[src/rtl/button_conditioner.sv]
// button_conditioner
//
// Conditions the four raw board pushbuttons before they reach the
// MAC-address configuration FSM. Each button gets a 2-flop synchronizer, a
// debouncer and a one-cycle press pulse. Buttons enabled in REPEAT_MASK also
// auto-repeat while held, so the consumer can step a value by holding a key.
// The four channels are identical and fully independent; several pulses may
// be high in the same cycle and arbitration is left to the consumer.
//
// Auto-repeat states (per channel)
//   state  | meaning
//   IDLE   | no repeat pending; waits for a press pulse
//   DELAY  | button held, counting down the initial repeat delay
//   REPEAT | button held, emitting a pulse every REPEAT_PERIOD cycles
//
// Ports
//   clk            system clock
//   reset          synchronous, active-high reset
//   btn_*_raw      raw asynchronous pins, active high
//   button_*       one-cycle press pulse, plus repeats where enabled
//   btn_level      debounced levels, bit 0=left 1=right 2=up 3=down

module button_conditioner #(
   parameter int unsigned DEBOUNCE_CYCLES = 650000,
   parameter int unsigned REPEAT_DELAY    = 50000000,
   parameter int unsigned REPEAT_PERIOD   = 15000000,
   parameter logic [3:0]  REPEAT_MASK     = 4'b1100
) (
   input  logic       clk,
   input  logic       reset,
   input  logic       btn_left_raw,
   input  logic       btn_right_raw,
   input  logic       btn_up_raw,
   input  logic       btn_down_raw,
   output logic       button_left,
   output logic       button_right,
   output logic       button_up,
   output logic       button_down,
   output logic [3:0] btn_level
);

   localparam int unsigned RPT_MAX = (REPEAT_DELAY > REPEAT_PERIOD) ? REPEAT_DELAY : REPEAT_PERIOD;
   localparam int DB_W  = $clog2(DEBOUNCE_CYCLES + 1);
   localparam int RPT_W = $clog2(RPT_MAX + 1);

   typedef enum logic [1:0] {
      IDLE   = 2'd0,
      DELAY  = 2'd1,
      REPEAT = 2'd2
   } rpt_state_t;

   logic [3:0] w_raw;
   logic [3:0] w_pulse;
   logic [3:0] w_level;

   assign w_raw = {btn_down_raw, btn_up_raw, btn_right_raw, btn_left_raw};

   for (genvar i = 0; i < 4; i++) begin : g_ch
      logic             r_s1;
      logic             r_s2;
      logic             r_db;
      logic             r_pulse;
      logic [DB_W-1:0]  r_cnt;
      logic [RPT_W-1:0] r_rpt;
      rpt_state_t       r_state;
      logic             w_press;

      // The edge that accepts a rising level is the edge that emits the press.
      assign w_press = r_s2 && !r_db && (r_cnt == DB_W'(DEBOUNCE_CYCLES - 1));

      always_ff @(posedge clk) begin
         if (reset) begin
            r_s1    <= 1'b0;
            r_s2    <= 1'b0;
            r_db    <= 1'b0;
            r_pulse <= 1'b0;
            r_cnt   <= '0;
            r_rpt   <= '0;
            r_state <= IDLE;
         end else begin
            r_s1 <= w_raw[i];
            r_s2 <= r_s1;

            // Any sample agreeing with the debounced level restarts the count.
            if (r_s2 == r_db) begin
               r_cnt <= '0;
            end else if (r_cnt == DB_W'(DEBOUNCE_CYCLES - 1)) begin
               r_db  <= r_s2;
               r_cnt <= '0;
            end else begin
               r_cnt <= r_cnt + DB_W'(1);
            end

            r_pulse <= w_press;

            case (r_state)
               IDLE: begin
                  if (REPEAT_MASK[i] && w_press) begin
                     r_state <= DELAY;
                     r_rpt   <= '0;
                  end
               end
               DELAY: begin
                  if (!r_db) begin
                     r_state <= IDLE;
                  end else if (r_rpt == RPT_W'(REPEAT_DELAY - 1)) begin
                     r_pulse <= 1'b1;
                     r_rpt   <= '0;
                     r_state <= REPEAT;
                  end else begin
                     r_rpt <= r_rpt + RPT_W'(1);
                  end
               end
               REPEAT: begin
                  if (!r_db) begin
                     r_state <= IDLE;
                  end else if (r_rpt == RPT_W'(REPEAT_PERIOD - 1)) begin
                     r_pulse <= 1'b1;
                     r_rpt   <= '0;
                  end else begin
                     r_rpt <= r_rpt + RPT_W'(1);
                  end
               end
               default: r_state <= IDLE;
            endcase
         end
      end

      assign w_pulse[i] = r_pulse;
      assign w_level[i] = r_db;
   end

   assign button_left  = w_pulse[0];
   assign button_right = w_pulse[1];
   assign button_up    = w_pulse[2];
   assign button_down  = w_pulse[3];
   assign btn_level    = w_level;

endmodule

[config.mk]
export PLATFORM = sky130hd
export DESIGN_NAME = button_conditioner
export DESIGN_NICKNAME = d
export VERILOG_FILES = /design/src/rtl/button_conditioner.sv
export SDC_FILE = /design/constraint.sdc
export NUM_CORES = 1
export LEC_CHECK = 0
export ABC_CLOCK_PERIOD_IN_PS = 7700
export BUFFER_PORTS_ARGS = -buffer_cell sky130_fd_sc_hd__clkbuf_2
export CAP_MARGIN = 20
export CELL_PAD_IN_SITES_DETAIL_PLACEMENT = 0
export CELL_PAD_IN_SITES_GLOBAL_PLACEMENT = 1
export CORE_MARGIN = 5
export CORE_UTILIZATION = 52
export CTS_CLUSTER_DIAMETER = 200
export DETAILED_ROUTE_END_ITERATION = 10
export PLACE_DENSITY = 0.93
export SLEW_MARGIN = 20
export SYNTH_ARGS = -nofsm -noshare
export SYNTH_HDL_FRONTEND = slang
export SYNTH_SLANG_ARGS = --single-unit
[constraint.sdc]
create_clock -name clk -period 7.7 [get_ports clk]
set_clock_uncertainty 0.1 [all_clocks]
set_input_delay 1.54 -clock clk [delete_from_list [all_inputs] [get_ports clk]]
set_output_delay 1.54 -clock clk [all_outputs]
set_load 0.01 [all_outputs]
== After elaboration in Yosys (flattened, before gate mapping) ==
Cells that the tools add are included.
Widths: inputs -> output; s select.

* Register bits after elaboration: 208
* Output and inout port bits: 8
* Logic and storage cells: 180

* $add $sub $neg: 8
* Equality and inequality tests: 42
* Muxes and demuxes: 60
* Bitwise operators: 6
* Reduce and logical (&&, ||, !) cells: 36

{| class="wikitable"
|+ Operators with widths
! cell !! number
|-
| $mux 26 || 18
|-
| $pmux 26 s3 || 2
|-
| $add 26x1->26 const B || 4
|-
| $eq 26x24->1 const B || 4
|-
| $eq 26x26->1 const B || 4
|-
| $pmux 26 s2 || 2
|-
| $add 20x1->20 const B || 4
|-
| $eq 20x20->1 const B || 4
|-
| $mux 2 || 14
|-
| $ne 2x2->1 const B || 14
|-
| $pmux 2 s3 || 4
|-
| $reduce_and 3->1 || 6
|-
| $mux 1 || 16
|-
| $ne 3x3->1 const B || 4
|-
| $reduce_or 3->1 || 4
|-
| $eq 2x1->1 const B || 4
|-
| $eq 2x2->1 const B || 4
|-
| $logic_and 1x1->1 || 8
|-
| $logic_not 2->1 || 4
|-
| $pmux 1 s2 || 4
|-
| $reduce_and 2->1 || 4
|-
| $reduce_and 4->1 || 2
|-
| $not 1->1 || 6
|-
| $reduce_bool 3->1 || 2
|-
| other kinds (3) || 10
|}

== Logic depth before layout (Yosys ltp) ==
* Depth in word-level cells: 6
* Depth in mapped cells: 9
* Depth with buffers taken out: 8

== Least setup slack after synthesis ==
OpenSTA, ideal clock, no wires.

* Path type: input-to-reg
* From: input reset
* To: register g_ch[3].r_rpt[22]
* Data arrival time: 2.682 ns
* Slack: 4.830 ns
* Stages: 5
* Buffers on the path: 2
* Cells stage by stage: clkbuf_1 a211oi_1 clkbuf_1 o2bb2a_1 o31ai_1

{| class="wikitable"
|+ RTL lines
! what !! RTL line !! text
|-
| start: declaration || 30 || <nowiki>input logic reset,</nowiki>
|-
| end signal: assignment || 111 || <nowiki>r_rpt <= r_rpt + RPT_W'(1);</nowiki>
|-
| end signal: assignment || 121 || <nowiki>r_rpt <= r_rpt + RPT_W'(1);</nowiki>
|-
| end: declaration || 64 || <nowiki>logic [RPT_W-1:0] r_rpt;</nowiki>
|}

==> impl_results.md <==
- Commonest non-fill, non-tap cell in the layout: dfxtp_1
- Met1 wire length: 7647 um
- Slew margin rel.: 45.95%
- Critical path required time: 7.92 ns
- Total grt overflow: 0
- PostCTS Resize Cnt: 0
- Gate Count Post-Synth: 902
- Most used flip-flop cell after synthesis: dfxtp_1
- CP max FO: 38
- Sw Share: 21.41%
- CTS buffer count: 17
- Post-CTS setup buffers: 0
- Hold Vio Cnt, Final: 0
- Largest net degree at the start of global routing: 39
- Post-synth EDFFs: 0
- H-tree depth reported by CTS: 4
- WL/cell: 13.74 um
- Final ANT Viol Nets: 0
- Critical path origin: reset
- Antenna violations before repair: 0
- Post-Syn Area per Cell: 8.287 um2
- Die Y: 129.9 um
- Yosys cell types: 64
- Pre-CTS setup slack: 4.065 ns
- Met3 wire length: 515 um
- Status: finished, final reports clean
- Synth Cell Area: 7475 um2
- Critical Path Source Type: primary input
- Mapped Nets: 925
- Final worst-path cycle share: 41.47%
- Number of global-route vias before repair: 5951
- # hold bufs at CTS: 0
- Transition time of the tightest slew-check pin: 0.8107 ns
- Row cnt: 43
- RSZ-0062 raised after global routing: no
- Total power: 0.001656 W
- RR Startpoint: g_ch[3].r_rpt[9]
- Maximum VDD drop: 0.1475 mV
- Worst Hold Class: reg -> reg
- Fmax: 0.3132 GHz
- Worst min-delay path startpoint: g_ch[2].r_s1
- Initial Util: 53.43%
- Register bit total from synthesis: 152
- Routed wl met2: 6838 um
- Yosys warning total: 0
- Highest Signal Layer: met4
- Final setup fails: 0
- Clock Path Buffers: 2
- Psw: 0.0003546 W
- Vias: 6257
- P_int: 0.001302 W
- CP arrival: 3.41 ns
- Crit path kind: in -> reg
- GRT Total Usage: 19.31%
- Final slew viol count: 0
- CTS tree: yes
- Clock Power Share: 51.0%
- First-pass GRT wire length: 27190 um
- Total die area: 16870 um2
- Crit. End Element: register
- Power share of the sequential group: 47.7%
- Leak Pwr: 2.661 nW
- # DRC: 0
- Post-synth ARST share: 0%
- Layout Nets: 936
- Core box area: 13990 um2
- DR iter-0 viols: 552
- Clock Tree Root: clkbuf_16
- Final GP Congestion: 0.8367
- Detailed placement HPWL: 10260 um
- Avg Vias per Cell: 5.657
- Logic pwr share: 1.3%
- Max-Cap Viols: 0
- Setup TNS Final: 0 ns
- Pwr dens: 199.6 nW/um2
- IO Count: 14
- Worst-Skew Late Latency: 0.42 ns
- Most frequent cells in the layout: 152 x dfxtp_1, 123 x nor2_1, 75 x nand3_1, 65 x nand2_1, 42 x inv_1
- Layout cells sized above 1: 7.127%
- Area growth syn-to-layout: 11.05%
- Ant diodes: 0
- Drt first pass iters: 5
- Min Tclk post-route: 3.193 ns
- Chip width: 129.9 um
- WHS: 0.3388 ns
- Register area share after synthesis: 40.71%
- # port buffers: 13
- PnR worst setup slack: 4.507 ns
- Clk pin slew, worst setup/hold paths: 0.06 ns
- Final wirelength: 15200 um
- Clk sinks: 152
[per-layer routing]
layer / GRT usage (%) / vias up
met2: 30.09 / 88
met4: 6.235 / 0
met1: 26.26 / 2908
met5: 0 / -
met3: 5.076 / 18
li1: - / 3243
[Yosys cell counts (3+ instances only)]
| cell | count | area (um2) |
|---|---|---|
| and4_1 | 6 | 52.55 |
| or3_1 | 26 | 162.7 |
| and4b_1 | 5 | 50.05 |
| nand4_1 | 38 | 237.7 |
| ha_1 | 17 | 212.7 |
| or4_1 | 4 | 30.03 |
| nor2_1 | 123 | 461.7 |
| o21bai_1 | 3 | 22.52 |
| or2_2 | 4 | 25.02 |
| a31oi_1 | 3 | 18.77 |
| dfxtp_1 | 152 | 3043 |
| and3_1 | 32 | 200.2 |
| buf_4 | 5 | 37.54 |
| nor3_1 | 13 | 65.06 |
| o21ai_0 | 35 | 175.2 |
| nor3b_1 | 8 | 60.06 |
| o31ai_1 | 8 | 60.06 |
| o311ai_0 | 7 | 61.31 |
| or4b_2 | 3 | 30.03 |
| nor2b_1 | 9 | 56.30 |
| nand2_1 | 65 | 244.0 |
| xor2_1 | 30 | 262.8 |
| a21o_1 | 10 | 75.07 |
| clkbuf_1 | 19 | 71.32 |
| inv_1 | 42 | 157.7 |
| o22ai_1 | 4 | 25.02 |
| nor4bb_1 | 4 | 40.04 |
| nor4b_1 | 9 | 78.83 |
| nor4_1 | 10 | 62.56 |
| xnor2_1 | 39 | 341.6 |
| o2bb2a_1 | 3 | 30.03 |
| a211oi_1 | 5 | 37.54 |
| a21oi_1 | 35 | 175.2 |
| a22o_1 | 6 | 52.55 |
| nand3_1 | 75 | 375.4 |
| and2_1 | 10 | 62.56 |
| o21a_1 | 3 | 22.52 |
[area by class of cell]
type | instances | area, um2
clock inverters | 12 | 141.4
repair buffers | 19 | 110.1
well taps | 180 | 225.2
clock buffers | 20 | 466.7
inverters | 42 | 157.7
multi-input cells | 681 | 4156
fillers | 1273 | 5688
flip-flops and latches | 152 | 3043
[logic make-up (layout without fill, tap and decap cells)]
family / Yosys count / after routing / share of synthesized area (%)
flops: 152 / 152 / 40.71
fa+ha+maj: 17 / 17 / 2.846
mux: 2 / 2 / 0.2678
xor+xnor: 69 / 69 / 8.085
simple gates: 454 / 454 / 31.97
compound gates: 139 / 139 / 12.30
buf+inv: 69 / 93 / 3.817
[critical path, stage by stage]
cell	delay, ns
clkbuf_2	0.08
buf_4	0.24
a21oi_2	0.64
nand3_2	0.47
o311ai_0	0.42
[through the flow]
| step | std cells | utilization [%] | cell area (um2) |
|---|---|---|---|
| after detailed placement | 1074 | 54.99 | 7692 |
| after global placement | 1074 | 54.99 | 7692 |
| after global routing | 1106 | 59.34 | 8300 |
| after CTS | 1106 | 59.34 | 8300 |
| final | 1106 | 59.34 | 8300 |
| after floorplan | 902 | - | 7475 |
[path summary, 6_finish.rpt]
check / cells after the start / end / slack [ns]
worst max-delay path: 5 / g_ch[3].r_rpt[25] / 4.51
worst min-delay path: 1 / g_ch[2].r_s2 / 0.34
worst max register to register: 6 / g_ch[3].r_rpt[25] / 4.65
worst min register to register: 1 / g_ch[2].r_s2 / 0.34
[power groups by stage]
stage                     logic [W]  registers, W  clock network [W]
after floorplan           0.0000151      0.000807                  0
after global placement    0.0000208      0.000807                  0
after detailed placement  0.0000211      0.000808                  0
after CTS                 0.0000212      0.000790           0.000862
after global routing      0.0000240      0.000790           0.000899
final                     0.0000209      0.000790           0.000846
[sequential cells by signal (all words and copies together), names as in the netlist]
name and cells:
g_ch.r_cnt 80, g_ch.r_rpt 52, g_ch.r_db 4, g_ch.r_s1 4
g_ch.r_s2 4, g_ch.r_state 4, button_down 1, button_left 1
button_right 1, button_up 1
No activity file was read; power rests on OpenSTA's default activity.
